<file path="src/rtl/krv_flash_arb_pkg.sv">
// Shared types and default sizing for the krv_e two-port flash read arbiter.
package krv_flash_arb_pkg;

  typedef enum logic [1:0] {
    IDLE  = 2'd0,
    ISSUE = 2'd1,
    WAIT  = 2'd2
  } state_t;

  typedef enum logic {
    OWN_IP = 1'b0,
    OWN_DP = 1'b1
  } owner_t;

  localparam int AW_DEF           = 32;
  localparam int DW_DEF           = 32;
  localparam int STARVE_LIMIT_DEF = 4;
  localparam int TIMEOUT_DEF      = 255;

  localparam int STARVE_W = 3;
  localparam int WD_W     = 8;

endpackage

</file>
<file path="src/rtl/krv_flash_arb_if.sv">
// Bus bundle between the core's fetch/load ports, the arbiter and the flash.
interface krv_flash_arb_if #(
  parameter int AW = krv_flash_arb_pkg::AW_DEF,
  parameter int DW = krv_flash_arb_pkg::DW_DEF
);
  logic          ip_req;
  logic [AW-1:0] ip_addr;
  logic          ip_gnt;
  logic [DW-1:0] ip_rdata;
  logic          ip_rvalid;
  logic          ip_err;

  logic          dp_req;
  logic [AW-1:0] dp_addr;
  logic          dp_gnt;
  logic [DW-1:0] dp_rdata;
  logic          dp_rvalid;
  logic          dp_err;

  logic          fl_req;
  logic [AW-1:0] fl_addr;
  logic [DW-1:0] fl_rdata;
  logic          fl_rvalid;

  // Arbiter view
  modport slave (
    input  ip_req, ip_addr, dp_req, dp_addr, fl_rdata, fl_rvalid,
    output ip_gnt, ip_rdata, ip_rvalid, ip_err,
    output dp_gnt, dp_rdata, dp_rvalid, dp_err,
    output fl_req, fl_addr
  );

  // Requesters and flash as seen from outside the arbiter
  modport master (
    output ip_req, ip_addr, dp_req, dp_addr, fl_rdata, fl_rvalid,
    input  ip_gnt, ip_rdata, ip_rvalid, ip_err,
    input  dp_gnt, dp_rdata, dp_rvalid, dp_err,
    input  fl_req, fl_addr
  );
endinterface

</file>
<file path="src/rtl/krv_flash_arb_pick.sv">
// Combinational winner selection: dp has priority unless ip has been starved.
module krv_flash_arb_pick
  import krv_flash_arb_pkg::*;
(
  input  logic       en,
  input  logic       ip_req,
  input  logic       dp_req,
  input  logic       starve_hit,
  output owner_t     winner,
  output logic       take,
  output logic [1:0] gnt
);

  always_comb begin
    winner = OWN_DP;
    if (ip_req && (!dp_req || starve_hit)) winner = OWN_IP;
    take = en && (ip_req || dp_req);
    gnt  = {take && (winner == OWN_DP), take && (winner == OWN_IP)};
  end

endmodule

</file>
<file path="src/rtl/krv_flash_arb.sv">
// Two-port single-beat flash read arbiter with starvation guard and response watchdog.
module krv_flash_arb
  import krv_flash_arb_pkg::*;
#(
  parameter int AW           = AW_DEF,
  parameter int DW           = DW_DEF,
  parameter int STARVE_LIMIT = STARVE_LIMIT_DEF,
  parameter int TIMEOUT      = TIMEOUT_DEF
)(
  input  logic                  cpu_clk,
  input  logic                  porn,
  krv_flash_arb_if.slave        bus,
  output logic                  busy
);

  localparam logic [STARVE_W-1:0] STARVE_MAX = STARVE_W'(STARVE_LIMIT);
  localparam logic [WD_W-1:0]     WD_LAST    = WD_W'(TIMEOUT - 1);

  state_t              state_q, state_d;
  owner_t              owner_q, winner;
  logic [AW-1:0]       addr_q;
  logic [DW-1:0]       ip_rdata_q, dp_rdata_q, done_data;
  logic                ip_rvalid_q, ip_err_q, dp_rvalid_q, dp_err_q;
  logic [WD_W-1:0]     wd_q;
  logic [STARVE_W-1:0] starve_q;
  logic                take, done, done_err;
  logic [1:0]          gnt;

  // Grants are gated by reset so nothing is offered while porn is low
  krv_flash_arb_pick u_pick (
    .en        (state_q == IDLE && porn),
    .ip_req    (bus.ip_req),
    .dp_req    (bus.dp_req),
    .starve_hit(starve_q == STARVE_MAX),
    .winner    (winner),
    .take      (take),
    .gnt       (gnt)
  );

  always_comb begin
    state_d   = state_q;
    done      = 1'b0;
    done_err  = 1'b0;
    done_data = '0;
    case (state_q)
      IDLE:  if (take) state_d = ISSUE;
      ISSUE: state_d = WAIT;
      WAIT: begin
        // A response in the final watchdog cycle still counts as data
        if (bus.fl_rvalid || wd_q == WD_LAST) begin
          state_d   = IDLE;
          done      = 1'b1;
          done_err  = !bus.fl_rvalid;
          done_data = bus.fl_rvalid ? bus.fl_rdata : '0;
        end
      end
      default: state_d = IDLE;
    endcase
  end

  always_ff @(posedge cpu_clk or negedge porn) begin
    if (!porn) begin
      state_q     <= IDLE;
      owner_q     <= OWN_IP;
      addr_q      <= '0;
      wd_q        <= '0;
      starve_q    <= '0;
      ip_rdata_q  <= '0;
      dp_rdata_q  <= '0;
      ip_rvalid_q <= 1'b0;
      ip_err_q    <= 1'b0;
      dp_rvalid_q <= 1'b0;
      dp_err_q    <= 1'b0;
    end else begin
      state_q     <= state_d;
      ip_rvalid_q <= done && (owner_q == OWN_IP);
      ip_err_q    <= done && done_err && (owner_q == OWN_IP);
      dp_rvalid_q <= done && (owner_q == OWN_DP);
      dp_err_q    <= done && done_err && (owner_q == OWN_DP);
      if (done && owner_q == OWN_IP) ip_rdata_q <= done_data;
      if (done && owner_q == OWN_DP) dp_rdata_q <= done_data;

      if (state_q == ISSUE)     wd_q <= '0;
      else if (state_q == WAIT) wd_q <= wd_q + 1'b1;

      if (take) begin
        owner_q <= winner;
        addr_q  <= (winner == OWN_DP) ? bus.dp_addr : bus.ip_addr;
        if (winner == OWN_IP) starve_q <= '0;
        else if (bus.ip_req && starve_q != STARVE_MAX) starve_q <= starve_q + 1'b1;
      end
    end
  end

  assign bus.ip_gnt    = gnt[0];
  assign bus.dp_gnt    = gnt[1];
  assign bus.ip_rdata  = ip_rdata_q;
  assign bus.ip_rvalid = ip_rvalid_q;
  assign bus.ip_err    = ip_err_q;
  assign bus.dp_rdata  = dp_rdata_q;
  assign bus.dp_rvalid = dp_rvalid_q;
  assign bus.dp_err    = dp_err_q;
  assign bus.fl_req    = (state_q == ISSUE);
  assign bus.fl_addr   = addr_q;
  assign busy          = (state_q != IDLE);

endmodule

</file>
<file path="src/flat_wrapper.sv">
// flat-port wrapper written by rule: the top's interface ports become plain ports
module krv_flash_arb_flat import krv_flash_arb_pkg::*;
#(
  parameter int AW           = AW_DEF,
  parameter int DW           = DW_DEF,
  parameter int STARVE_LIMIT = STARVE_LIMIT_DEF,
  parameter int TIMEOUT      = TIMEOUT_DEF
)
  (cpu_clk, porn, busy, bus_ip_req, bus_ip_addr, bus_dp_req, bus_dp_addr, bus_fl_rdata, bus_fl_rvalid, bus_ip_gnt, bus_ip_rdata, bus_ip_rvalid, bus_ip_err, bus_dp_gnt, bus_dp_rdata, bus_dp_rvalid, bus_dp_err, bus_fl_req, bus_fl_addr);
  krv_flash_arb_if #(.AW(AW), .DW(DW)) bus_i ();
  input  logic cpu_clk;
  input  logic porn;
  output logic busy;
  input wire logic [$bits(bus_i.ip_req)-1:0] bus_ip_req;
  input wire logic [$bits(bus_i.ip_addr)-1:0] bus_ip_addr;
  input wire logic [$bits(bus_i.dp_req)-1:0] bus_dp_req;
  input wire logic [$bits(bus_i.dp_addr)-1:0] bus_dp_addr;
  input wire logic [$bits(bus_i.fl_rdata)-1:0] bus_fl_rdata;
  input wire logic [$bits(bus_i.fl_rvalid)-1:0] bus_fl_rvalid;
  output wire logic [$bits(bus_i.ip_gnt)-1:0] bus_ip_gnt;
  output wire logic [$bits(bus_i.ip_rdata)-1:0] bus_ip_rdata;
  output wire logic [$bits(bus_i.ip_rvalid)-1:0] bus_ip_rvalid;
  output wire logic [$bits(bus_i.ip_err)-1:0] bus_ip_err;
  output wire logic [$bits(bus_i.dp_gnt)-1:0] bus_dp_gnt;
  output wire logic [$bits(bus_i.dp_rdata)-1:0] bus_dp_rdata;
  output wire logic [$bits(bus_i.dp_rvalid)-1:0] bus_dp_rvalid;
  output wire logic [$bits(bus_i.dp_err)-1:0] bus_dp_err;
  output wire logic [$bits(bus_i.fl_req)-1:0] bus_fl_req;
  output wire logic [$bits(bus_i.fl_addr)-1:0] bus_fl_addr;
  assign bus_i.ip_req = bus_ip_req;
  assign bus_i.ip_addr = bus_ip_addr;
  assign bus_i.dp_req = bus_dp_req;
  assign bus_i.dp_addr = bus_dp_addr;
  assign bus_i.fl_rdata = bus_fl_rdata;
  assign bus_i.fl_rvalid = bus_fl_rvalid;
  assign bus_ip_gnt = bus_i.ip_gnt;
  assign bus_ip_rdata = bus_i.ip_rdata;
  assign bus_ip_rvalid = bus_i.ip_rvalid;
  assign bus_ip_err = bus_i.ip_err;
  assign bus_dp_gnt = bus_i.dp_gnt;
  assign bus_dp_rdata = bus_i.dp_rdata;
  assign bus_dp_rvalid = bus_i.dp_rvalid;
  assign bus_dp_err = bus_i.dp_err;
  assign bus_fl_req = bus_i.fl_req;
  assign bus_fl_addr = bus_i.fl_addr;
  krv_flash_arb #(.AW(AW), .DW(DW), .STARVE_LIMIT(STARVE_LIMIT), .TIMEOUT(TIMEOUT)) u_core (.cpu_clk(cpu_clk), .porn(porn), .bus(bus_i), .busy(busy));
endmodule
</file>
<file path="config.mk">
export PLATFORM = sky130hd
export DESIGN_NAME = krv_flash_arb_flat
export DESIGN_NICKNAME = d
export VERILOG_FILES = /design/src/rtl/krv_flash_arb_pkg.sv /design/src/rtl/krv_flash_arb_if.sv /design/src/rtl/krv_flash_arb_pick.sv /design/src/rtl/krv_flash_arb.sv /design/src/flat_wrapper.sv
export SDC_FILE = /design/constraint.sdc
export NUM_CORES = 1
export LEC_CHECK = 0
export ABC_CLOCK_PERIOD_IN_PS = 1750
export CORE_UTILIZATION = 45
export CTS_BUF_LIST = sky130_fd_sc_hd__clkbuf_4 sky130_fd_sc_hd__clkbuf_8
export DETAILED_ROUTE_END_ITERATION = 12
export GPL_TIMING_DRIVEN = 1
export PLACE_DENSITY_LB_ADDON = 0.12
export SLEW_MARGIN = 5
export SYNTH_ARGS = -nofsm -noshare
export SYNTH_HDL_FRONTEND = slang
export SYNTH_SLANG_ARGS = --single-unit
</file>
<file path="constraint.sdc">
create_clock -name cpu_clk -period 1.75 [get_ports cpu_clk]
set_input_delay 0.175 -clock cpu_clk [delete_from_list [all_inputs] [get_ports cpu_clk]]
set_output_delay 0.175 -clock cpu_clk [all_outputs]
set_load 0.02 [all_outputs]
</file>
-- After elaboration in Yosys (flattened, before gate mapping)
Index checks and enable logic that the tools add are counted.
- logic and storage cells: 59
- bits in registers: 114
- reduce and logical (&&, ||, !) cells: 22
- mux-type cells: 16
- add/subtract/negate cells: 2
- eq/ne operators: 7
- bitwise logic cells: 1
- operators with widths (operator ; count):
    $mux W32 ; 4
    $mux W8 ; 2
    $logic_and A1 B1 Y1 ; 11
    $add A8 B1 Y8 const B ; 1
    $eq A8 B8 Y1 const B ; 1
    $mux W3 ; 2
    $pmux W2 S3 ; 1
    $reduce_bool A2 Y1 ; 3
    $mux W1 ; 5
    $mux W2 ; 2
    $ne A2 B1 Y1 const B ; 2
    $reduce_and A2 Y1 ; 2
    $add A3 B1 Y3 const B ; 1
    $eq A3 B3 Y1 const B ; 1
    $logic_or A1 B1 Y1 ; 3
    $ne A3 B3 Y1 const B ; 1
    $eq A2 B1 Y1 const B ; 1
    $eq A2 B2 Y1 const B ; 1
    $logic_not A1 Y1 ; 2
    $logic_not A2 Y1 ; 1
    $not A1 Y1 ; 1

-- Longest topological paths before layout
Gate-level depths: netlist of the first run.
- depth in word-level cells: 6
- gate-level depth with buffers: 7
- mapped depth without buffers: 5

-- Modules after synthesis
Synthesis of the first run repeated with hierarchy kept, for this count alone.
- cell total of the unflattened synthesis: 387
- area, all modules: 4799.6 sq um
- modules (own cells, without submodules) (module ; sequential area each (sq um) ; area an instance (sq um) ; times used ; cells each):
    krv_flash_arb ; 2852.7 ; 4767.1 ; 1 ; 381
    krv_flash_arb_pick ; 0.0 ; 32.5 ; 1 ; 6

-- Worst setup path before layout of the first run
Ideal clock, no wire load.
- kind: register -> register
- from: register u_core.state_q[0]
- to: register u_core.addr_q[22], in the netlist u_core.bus.fl_addr[22]
- stages on the path, launching flop included: 7
- arrival: 1483 ps
- setup time: 126 ps
- slack: 141 ps
- cell sequence: dfrtp_1 > inv_1 > ha_1 > nand3_1 > nor2_4 > buf_6 > a221o_1
- longest elaborated chain between the ends: 3
- ends and longest elaborated chain (what ; line ; text):
    start, declared ; krv_flash_arb.sv:19 ; state_t state_q, state_d;
    start signal, assigned ; krv_flash_arb.sv:75 ; state_q <= state_d;
    $logic_not A2 Y1 ; krv_flash_arb.sv:31 ; .en (state_q == IDLE && porn),
    $logic_and A1 B1 Y1 ; krv_flash_arb.sv:31 ;
    $logic_and A1 B1 Y1 ; krv_flash_arb_pick.sv:17 ; take = en && (ip_req || dp_req);
    end signal, assigned ; krv_flash_arb.sv:88 ; addr_q <= (winner == OWN_DP) ? bus.dp_addr : bus.ip_addr;
    end, declared ; krv_flash_arb.sv:21 ; logic [AW-1:0] addr_q;
No other way between the ends.
A chain may end at the register's enable or synchronous reset.

-- Worst setup path in the final report of the first run
- from: register u_core.wd_q[0]
- to: register u_core.dp_rdata_q[6], in the netlist u_core.bus.dp_rdata[6]
- longest elaborated chain between the ends: 5
- ends and longest elaborated chain (what ; line ; text):
    start, declared ; krv_flash_arb.sv:24 ; logic [WD_W-1:0] wd_q;
    start signal, assigned ; krv_flash_arb.sv:84 ; else if (state_q == WAIT) wd_q <= wd_q + 1'b1;
    $eq A8 B8 Y1 * ; krv_flash_arb.sv:50 ; if (bus.fl_rvalid || wd_q == WD_LAST) begin
    $logic_or A1 B1 Y1 * ; krv_flash_arb.sv:50 ;
    $mux W1 ; krv_flash_arb.sv:50 ;
    $mux W1 ; krv_flash_arb.sv:45 ; case (state_q)
    $logic_and A1 B1 Y1 ; krv_flash_arb.sv:81 ; if (done && owner_q == OWN_DP) dp_rdata_q <= done_data;
    end signal, assigned ; krv_flash_arb.sv:81 ;
    end, declared ; krv_flash_arb.sv:22 ; logic [DW-1:0] ip_rdata_q, dp_rdata_q, done_data;
Mark *: on every way between the ends. The rest lies on a longest branch, timed or not.

==> summary.md, run 1 <==
| Metric | Value |
|---|---|
| Synthesized Nets | `607` |
| Final Power | `13.82 mW` |
| Input/output buffers | `204` |
| Rows | `40` |
| Drt total wl | `16.62 mm` |
| Worst Skew | `8.548 ps` |
| Main combinational cell family by area after synthesis | `compound AO/OA/AOI/OAI gates` |
| Dpl cells | `855` |
| Clock net sink count | `114` |
| Adder-cell share of the synthesized area | `1.736%` |
| Post-synthesis simple-gate area fraction | `17.36%` |
| # setup viols final | `0` |
| Setup_tns | `0 ps` |
| Peak Freq | `592.4 MHz` |
| H-tree depth | `4` |
| Crit-path max FO | `14` |
| Asr flop ratio synth | `100.0%` |
| Peak VDD IR | `0.7480 mV` |
| Final Cell Area | `8653 um^2` |
| Ports | `205` |
| DR pass1 iterations | `7` |
| RSZ-0062 raised after global routing | `yes` |
| First-pass GRT wire length | `25.37 mm` |
| Post-Syn Area | `5766 um^2` |
| Final Wtd Congestion | `0.8581` |
| Final core occ | `70.57%` |
| Largest net degree at the start of global routing | `106` |
| GRT overflow | `0` |
| Worst-Margin Slew | `595.2 ps` |
| Yosys cell types | `44` |
| Share of layout cells above drive strength 1 | `16.28%` |
| Complex-gate fraction of the synthesized area | `25.80%` |
| Clock-pin slew on the worst setup and hold paths | `70 ps` |
| Post-DP Area | `8038 um^2` |
| Startpoint types | `flip-flop` |
| Avg WL per Cell | `18.61 um` |
| Crit path launch | `u_core.wd_q[0]` |
| Final hold vios | `0` |
| Clk_lat worst skew | `450 ps` |
| Post-synth top area share | `49.48%` |
| LEAKAGE | `3.597 nW` |
| Final setup margin | `62.09 ps` |
| Hold Path Class | `input pin to flip-flop` |
| Count leader, synth | `dfrtp_1` |
| Period minus WS final | `1688 ps` |
| Synth top area cells | `dfrtp_1 49%, a21bo_1 6.6%, a21oi_1 5.8%` |
| Nets | `822` |
| Die height | `115.2 um` |
| CTS tree | `done` |
| Top FF cell, synth | `dfrtp_1` |
| Hpwl dp | `10.61 mm` |
| Crit path DAT | `2070 ps` |
| Initial antenna violation count | `0` |
| CP Class | `flip-flop to flip-flop` |
| Number of warnings issued by yosys | `0` |
| Die X | `115.2 um` |
| Xor and xnor fraction of the mapped netlist area | `0.1519%` |
| CP required | `2130 ps` |
| ANT nets after route | `0` |
| CTS buffer count | `17` |
| Pre-CTS setup slack | `-108.2 ps` |
| # fillers | `901` |
| Die area | `13270 um^2` |
| Post-synthesis register bit count | `114` |
| Outcome | `finished clean` |
| Clock tree buffer depth | `2` |
| Clock Tree Root | `clkbuf_8` |
| N_diodes | `0` |
| Vias | `5023` |
| Final Non-Filler Cells | `893` |
| Crit Reg-Reg Startpoint | `u_core.wd_q[0]` |
| Pwr dens | `1597 nW/um^2` |
| Initial DRC Count | `322` |
| Via density | `5.625` |
| Initial Util | `47.02%` |
| Hold_sp | `bus_fl_rvalid` |
| Crit share post-route | `96.45%` |
| Area of the multi-input gates | `2680 um^2` |
| Mean Syn Cell Area | `11.58 um^2` |
| Core area | `12260 um^2` |
| Area grow syn2layout | `50.09%` |
| Area leader, netlist | `dfrtp_1` |
| Multiplexer share of the synthesized area | `0.3689%` |
| Sequential Area | `2854 um^2` |
| Max cap viols | `0` |
| Total track usage | `25.08%` |
| WHS | `241.7 ps` |
| DRC | `0` |
| Vias in the first global route | `5081` |
| Cells after synthesis | `498` |
| Post-synth top cells | `114 x dfrtp_1, 67 x a21oi_1, 38 x a21bo_1` |
| Rel. slew slack | `60.32%` |
| Final Slew Violations | `0` |
| Post-synthesis sequential area ratio | `49.48%` |
| Setup crit end kind | `flip-flop` |
| Post-synth EDFFs | `0` |
## critical path, cell delays in order (launching register included)
cell and delay, ps:
dfrtp_1 380, inv_1 80, ha_1 220, and3_2 260
a21oi_4 210, buf_12 160, buf_6 180, a21bo_1 140
## registers in the layout, indices dropped and copies added, names as in the netlist
| register | cells |
|---|---|
| u_core.wd_q | 8 |
| u_core.bus.dp_rdata | 32 |
| u_core.state_q | 2 |
| u_core.owner_q | 1 |
| u_core.bus.dp_err | 1 |
| u_core.bus.ip_rdata | 32 |
| u_core.starve_q | 3 |
| u_core.bus.fl_addr | 32 |
| u_core.bus.ip_err | 1 |
| u_core.bus.dp_rvalid | 1 |
| u_core.bus.ip_rvalid | 1 |
## area by class of cell
class | count | area share (%)
well taps | 168 | 2.429
inverters | 8 | 0.3470
multi-input cells | 332 | 30.97
clock inverters | 4 | 0.8097
clock buffers | 27 | 4.005
repair buffers | 240 | 28.46
flip-flops and latches | 114 | 32.98
## layout by cell type, fill, tap and decap left out, drive strengths merged, types with 2 or more instances in the layout
cell type	count
inv	8
a21oi	68
and4	33
dfrtp	114
a221o	32
o211ai	3
nand2	11
clkinv	2
nand3	7
nor4	2
o21ai	10
nor2	4
a21bo	64
or3	2
clkbuf	30
nand2b	3
nand4	2
buf	37
ha	8
bufinv	2
and4b	32
o31ai	3
clkdlybuf4s50	197
and2	33
a31oi	2
## layer usage
layer  part of all wire, %  up-vias  GRT usage [%]
li1                      -     2336              -
met1                    41     2451          30.74
met2                    48      210          40.08
met3                   8.2       26          7.644
met4                   2.0        0          12.81
met5                     0        -              0
## kinds of logic after synthesis
family,Yosys count
AOI/OAI and AO/OA,188
xor gates and xnor gates,1
adders and majority gates,8
buffers and inverters,52
DFF,114
muxes,2
and+or+nand+nor,133
## path summary, 6_finish.rpt
| check | to | slack (ps) | cells past startpoint |
|---|---|---|---|
| worst max-delay path | u_core.bus.dp_rdata[6] | 60 | 7 |
| worst min-delay path | u_core.bus.dp_err | 240 | 3 |
| worst max register to register | u_core.bus.dp_rdata[6] | 60 | 7 |
| worst min register to register | u_core.bus.dp_rdata[13] | 510 | 1 |
| max in group asynchronous | u_core.owner_q | 830 | 3 |
| min in group asynchronous | u_core.bus.fl_addr[3] | 320 | 3 |
## timing repair
item / CTS / global route
endpoints found under the setup margin: 36 / 81
hold buffers: 1 / 0
gates resized for setup: 26 / 12
pin swaps: 0 / 3
setup buffers: 0 / 2
cloned: 0 / 4
endpoints found under the hold margin: 114 / 0
## power by group
| part | switching [mW] | total [mW] | internal (mW) |
|---|---|---|---|
| Combinational | 3.24 | 6.90 | 3.65 |
| Clock | 1.05 | 2.60 | 1.55 |
| Sequential | 0.719 | 4.33 | 3.61 |
Note: power is estimated with default switching activity, not from simulation.
==> inputs of run 2 (changes only) <==
--- a/config.mk
+++ b/config.mk
@@ -5,7 +5,7 @@
 export SDC_FILE = /design/constraint.sdc
 export NUM_CORES = 1
 export LEC_CHECK = 0
-export ABC_CLOCK_PERIOD_IN_PS = 1750
+export ABC_CLOCK_PERIOD_IN_PS = 2000
 export CORE_UTILIZATION = 45
 export CTS_BUF_LIST = sky130_fd_sc_hd__clkbuf_4 sky130_fd_sc_hd__clkbuf_8
 export DETAILED_ROUTE_END_ITERATION = 12
==> constraint.sdc (replaced) <==
create_clock -name cpu_clk -period 2 [get_ports cpu_clk]
set_input_delay 0.2 -clock cpu_clk [delete_from_list [all_inputs] [get_ports cpu_clk]]
set_output_delay 0.2 -clock cpu_clk [all_outputs]
set_load 0.02 [all_outputs]
==> summary.md, run 2 (synthesis results as in run 1) <==
| Metric | Value |
|---|---|
| RR Endpoint | `u_core.bus.fl_addr[1]` |
| RSZ-0062 raised after global routing | `no` |
| Worst Skew | `15.30 ps (+6.754 ps)` |
| Die X | `115.2 um (unchanged)` |
| Area grow syn2layout | `46.74%` |
| Commonest non-fill, non-tap cell in the layout | `clkdlybuf4s50_1` |
| Crit share post-route | `92.96%` |
| Via density | `5.609 (-0.28%)` |
| Final Non-Filler Cells | `878 (-1.7%)` |
| Power share of the combinational group | `46.6% (-3.3 points)` |
| Core area | `12260 um^2 (unchanged)` |
| Setup_tns | `0 ps (unchanged)` |
| Worst R2R Setup Slack | `240 ps (+180 ps)` |
| Clk network pwr share | `22.5% (+3.7 points)` |
| Period minus WS final | `1859 ps` |
| Crit path launch | `u_core.state_q[0]` |
| # fillers | `926 (+2.8%)` |
| Startpoint types | `flip-flop` |
| Dpl cells | `845 (-1.2%)` |
| Final Cell Area | `8461 um^2 (-2.2%)` |
| Pint | `7.987 mW (-9.3%)` |
| Ports | `205 (unchanged)` |
| Hpwl dp | `10.60 mm (-0.12%)` |
| Largest net degree at the start of global routing | `117 (+10%)` |
| ANT nets after route | `0 (unchanged)` |
| Initial DRC Count | `358 (+11%)` |
| Worst reg-to-reg path cell count | `7 (unchanged)` |
| Hold Path Class | `input pin to flip-flop` |
| Rows | `40 (unchanged)` |
| DRC | `0 (unchanged)` |
| Initial Util | `47.02% (unchanged)` |
| Initial antenna violation count | `0 (unchanged)` |
| Rel. slew slack | `58.29% (-2.0 points)` |
| CP Class | `flip-flop to output pin` |
| Sequential Area | `2854 um^2 (unchanged)` |
| Share of layout cells above drive strength 1 | `13.52% (-2.8 points)` |
| Hold path depth | `2 (-1)` |
| # setup viols final | `0 (unchanged)` |
| Sw Ratio | `35.07% (-1.2 points)` |
| Clock-pin slew on the worst setup and hold paths | `70 ps (about the same)` |
| Hold_sp | `bus_dp_addr[0]` |
| N_diodes | `0 (unchanged)` |
| Die area | `13270 um^2 (unchanged)` |
| Vias | `4925 (-2.0%)` |
| Total track usage | `24.61% (-0.47 points)` |
| CP required | `1800 ps (-330 ps)` |
| Crit Reg-Reg Startpoint | `u_core.state_q[0]` |
| Final Slew Violations | `0 (unchanged)` |
| Final setup margin | `140.7 ps (+78.65 ps)` |
| Avg WL per Cell | `17.67 um (-5.1%)` |
| Vias in the first global route | `5009 (-1.4%)` |
| LEAKAGE | `3.514 nW (-2.3%)` |
| Max cap viols | `0 (unchanged)` |
| Drt total wl | `15.52 mm (-6.7%)` |
| Setup crit end kind | `output pin` |
| CTS tree | `done` |
| Final hold vios | `0 (unchanged)` |
| Pwr dens | `1454 nW/um^2 (-9.0%)` |
| Psw | `4.314 mW (-14%)` |
| Worst-Margin Slew | `625.6 ps (+30.46 ps)` |
| Input/output buffers | `204 (unchanged)` |
| Crit path DAT | `1660 ps (-410 ps)` |
| Peak VDD IR | `0.7494 mV (+0.20%)` |
| Clock net sink count | `114 (unchanged)` |
| Area of the multi-input gates | `2631 um^2 (-1.8%)` |
| Crit-path max FO | `4 (-10)` |
| Peak Freq | `537.8 MHz` |
| Clock Tree Root | `clkbuf_8` |
| First-pass GRT wire length | `25.00 mm (-1.5%)` |
| Nets | `806 (-1.9%)` |
| Hold Path End | `u_core.bus.fl_addr[0]` |
| Most frequent cells in the layout | `198 x clkdlybuf4s50_1, 113 x dfrtp_1, 67 x a21oi_1` |
| Clock tree buffer depth | `2 (unchanged)` |
| Outcome | `finished clean` |
| H-tree depth | `4 (unchanged)` |
| Pre-CTS setup slack | `91.49 ps (+199.7 ps)` |
| CTS buffer count | `17 (unchanged)` |
| Final Wtd Congestion | `0.7860 (-8.4%)` |
| GRT overflow | `0 (unchanged)` |
| Die height | `115.2 um (unchanged)` |
| Post-DP Area | `7950 um^2 (-1.1%)` |
| Sequential Power Share | `30.9% (-0.4 points)` |
| Clk_lat worst skew | `440 ps (about the same)` |
| DR pass1 iterations | `4 (-3)` |
run 2: worst max-delay path, stage by stage (launching register included):
cell	delay [ps]
dfrtp_1	420
inv_2	110
ha_1	190
nand3_1	100
a31oi_2	180
clkbuf_4	220
run 2: metal layers:
metal  vias up  wire, um  GRT usage (%)
met3        26      1071          8.065
met4         0       255          9.091
met2       189      7530          40.76
met5         -         0              0
met1      2413      6660          29.99
li1       2297         -              -
run 2: worst max-delay path by stage:
stage	endpoint	depth (start not counted)
after CTS	busy	5
after floorplan	u_core.bus.fl_addr[22]	6
after global routing	bus_dp_gnt	5
after detailed placement	bus_dp_gnt	5
final	bus_dp_gnt	5
after global placement	bus_dp_gnt	4
run 2: cell type report:
class	count	area share [%]
sequential	114	33.73
multi-input combinational	332	31.10
clock buffer	22	3.357
timing repair buffer	224	26.28
clock inverter	10	2.692
tap	168	2.484
inverter	8	0.3549
run 2: power groups by stage:
| stage | clock [mW] | sequential, mW | combinational [mW] |
|---|---|---|---|
| final | 2.77 | 3.80 | 5.73 |
| after global routing | 2.93 | 3.92 | 6.14 |
| after CTS | 2.82 | 3.80 | 5.77 |
| after detailed placement | 0 | 3.80 | 5.77 |
| after global placement | 0 | 3.78 | 5.64 |
| after floorplan | 0 | 4.64 | 2.40 |
run 2: repair_timing:
action	in CTS	in global routing
setup buffers	0	0
endpoints found under the setup margin	4	3
hold buffers	1	0
resized for setup	14	3
pin swaps	0	0
cloned	0	0
endpoints found under the hold margin	114	0
run 2: per-stage QoR:
stage | total power [mW] | hold slack (ps) | utilization (%)
4_1_cts | 12.39 | 322.5 | 69.02
3_3_place_gp | 9.413 | 401.6 | 64.84
6_report | 12.30 | 378.1 | 69.00
5_1_grt | 13.00 | 358.3 | 69.00
3_5_place_dp | 9.568 | 413.3 | 64.84
2_1_floorplan | 7.034 | -95.59 | -
==> inputs of run 3 (changes only) <==
--- a/config.mk
+++ b/config.mk
@@ -6,11 +6,13 @@
 export NUM_CORES = 1
 export LEC_CHECK = 0
 export ABC_CLOCK_PERIOD_IN_PS = 2000
-export CORE_UTILIZATION = 45
+export CORE_UTILIZATION = 50
 export CTS_BUF_LIST = sky130_fd_sc_hd__clkbuf_4 sky130_fd_sc_hd__clkbuf_8
 export DETAILED_ROUTE_END_ITERATION = 12
+export GPL_ROUTABILITY_DRIVEN = 0
 export GPL_TIMING_DRIVEN = 1
 export PLACE_DENSITY_LB_ADDON = 0.12
+export REMOVE_ABC_BUFFERS = 1
 export SLEW_MARGIN = 5
 export SYNTH_ARGS = -nofsm -noshare
 export SYNTH_HDL_FRONTEND = slang
==> summary.md, run 3 (synthesis results as in run 1) <==
| Metric | Value |
|---|---|
| Vias | `4993 (+1.4%)` |
| DR pass1 iterations | `5 (+1)` |
| Clock net sink count | `114 (unchanged)` |
| Worst-Margin Slew | `609.7 ps (-15.91 ps)` |
| Die area | `11960 um^2 (-9.8%)` |
| Outcome | `finished clean` |
| Initial DRC Count | `445 (+24%)` |
| Area of the multi-input gates | `2640 um^2 (+0.33%)` |
| Hold Path Class | `input pin to async pin` |
| Core area | `11030 um^2 (-10%)` |
| Nets | `808 (+0.25%)` |
| Dpl cells | `819 (-3.1%)` |
| H-tree depth | `4 (unchanged)` |
| Peak VDD IR | `0.8060 mV (+7.5%)` |
| Die height | `109.4 um (-5.0%)` |
| Max cap viols | `0 (unchanged)` |
| # fillers | `786 (-15%)` |
| # setup viols final | `0 (unchanged)` |
| Input/output buffers | `204 (unchanged)` |
| CTS tree | `done` |
| Drt total wl | `16.65 mm (+7.3%)` |
| Largest net degree at the start of global routing | `110 (-6.0%)` |
| Period minus WS final | `1895 ps (+36.20 ps)` |
| RSZ-0062 raised after global routing | `no` |
| Rel. slew slack | `59.35% (+1.1 points)` |
| Initial antenna violation count | `0 (unchanged)` |
| Clock Tree Root | `clkbuf_8` |
| Pwr dens | `1407 nW/um^2 (-3.2%)` |
| Area grow syn2layout | `43.88%` |
| Total track usage | `28.34% (+3.7 points)` |
| Vias in the first global route | `5022 (+0.26%)` |
| Crit path DAT | `1700 ps (+40 ps)` |
| Rows | `38 (-5.0%)` |
| Setup crit end kind | `output pin` |
| Avg WL per Cell | `19.57 um (+11%)` |
| N_diodes | `0 (unchanged)` |
| Clk_lat worst skew | `430 ps (about the same)` |
| Final hold vios | `0 (unchanged)` |
| Crit share post-route | `94.77% (+1.8 points)` |
| Commonest non-fill, non-tap cell in the layout | `clkdlybuf4s50_1` |
| Via density | `5.867 (+4.6%)` |
| Worst Skew | `8.562 ps (-6.740 ps)` |
| CP required | `1800 ps (about the same)` |
| Most frequent cells in the layout | `198 x clkdlybuf4s50_1, 113 x dfrtp_1, 67 x a21oi_1` |
| Clock-pin slew on the worst setup and hold paths | `70 ps (about the same)` |
| Clock tree buffer depth | `2 (unchanged)` |
| Startpoint types | `flip-flop` |
| Share of layout cells above drive strength 1 | `13.50% (-0.019 points)` |
| Initial Util | `52.27% (+5.2 points)` |
| Hpwl dp | `11.05 mm (+4.3%)` |
| CTS buffer count | `17 (unchanged)` |
| Sequential Area | `2854 um^2 (unchanged)` |
| ANT nets after route | `0 (unchanged)` |
| Final core occ | `75.20% (+6.2 points)` |
| Crit-path max FO | `3 (-1)` |
| LEAKAGE | `3.463 nW (-1.5%)` |
| Final Non-Filler Cells | `851 (-3.1%)` |
| CP Class | `flip-flop to output pin` |
| DRC | `0 (unchanged)` |
| GRT overflow | `0 (unchanged)` |
| Peak Freq | `527.6 MHz (-1.9%)` |
| Ports | `205 (unchanged)` |
| Final Slew Violations | `0 (unchanged)` |
| Worst reg-to-reg path cell count | `7 (unchanged)` |
| First-pass GRT wire length | `25.72 mm (+2.9%)` |
| Die X | `109.4 um (-5.0%)` |
## run 3: cell count changes in the layout (fill, tap and decap cells not counted), moves of 2 or more
cell,before,now
clkbuf_8,19,22
bufinv_16,7,1
buf_4,16,21
buf_12,4,2
clkinv_2,2,4
## run 3: final cells by class
type                       count  share of cell area, %
sequential                   114                  34.40
multi-input combinational    332                  31.82
clock inverter                 5                 0.6033
clock buffer                  26                  4.012
tap                          140                  2.112
timing repair buffer         226                  26.68
inverter                       8                 0.3620
## run 3: routing by layer
metal  track usage, %  wire, um  up-vias  part of all wire [%]
li1                 -         -     2294                     -
met5                0         0        -                     0
met4            10.38       333        0                   2.0
met2            47.08      8379      183                    50
met3            8.239      1102       24                   6.6
met1            35.09      6839     2492                    41
## run 3: path summary, 6_finish.rpt
check / start / endpoint / slack [ps]
min in group cpu_clk: bus_fl_rvalid / u_core.bus.dp_err / 260
worst min register to register: u_core.bus.ip_rdata[7] / u_core.bus.ip_rdata[7] / 510
max in group asynchronous: porn / u_core.owner_q / 920
worst max register to register: u_core.state_q[1] / u_core.bus.fl_addr[0] / 220
worst max-delay path: u_core.starve_q[1] / bus_ip_gnt / 100
worst min-delay path: porn / u_core.bus.fl_addr[15] / 220
## run 3: report_power, final
part	internal [mW]	leakage (nW)	switching, mW
sequential	3.15	1.23	0.640
combinational	2.99	2.03	2.81
clock	1.19	0.206	0.886
total	7.33	3.46	4.34
## run 3: critical path: stages (launching register included)
cell      delay, ps
dfrtp_1         410
inv_1            90
ha_1            290
a21boi_4        110
nor2_4          170
buf_2           190
## run 3: timing repair
action / CTS / global route
hold endpoints to repair: 7 / 0
setup buffers: 0 / 0
pin swaps: 0 / 1
endpoints found under the setup margin: 4 / 3
hold buffers: 1 / 0
gates resized for setup: 11 / 4
## run 3: metrics by stage
stage	total power, mW	instance area (um^2)	hold WS (ps)	setup WS, ps	TNS (ps)
floorplan	6.861	5502	-95.59	-708.5	-45840
global placement	9.378	7905	60.42	109.1	0
detailed placement	9.596	7905	66.42	72.59	0
CTS	11.71	8288	195.0	65.50	0
global route	12.34	8295	196.4	6.755	0
finish	11.67	8295	218.4	104.5	0
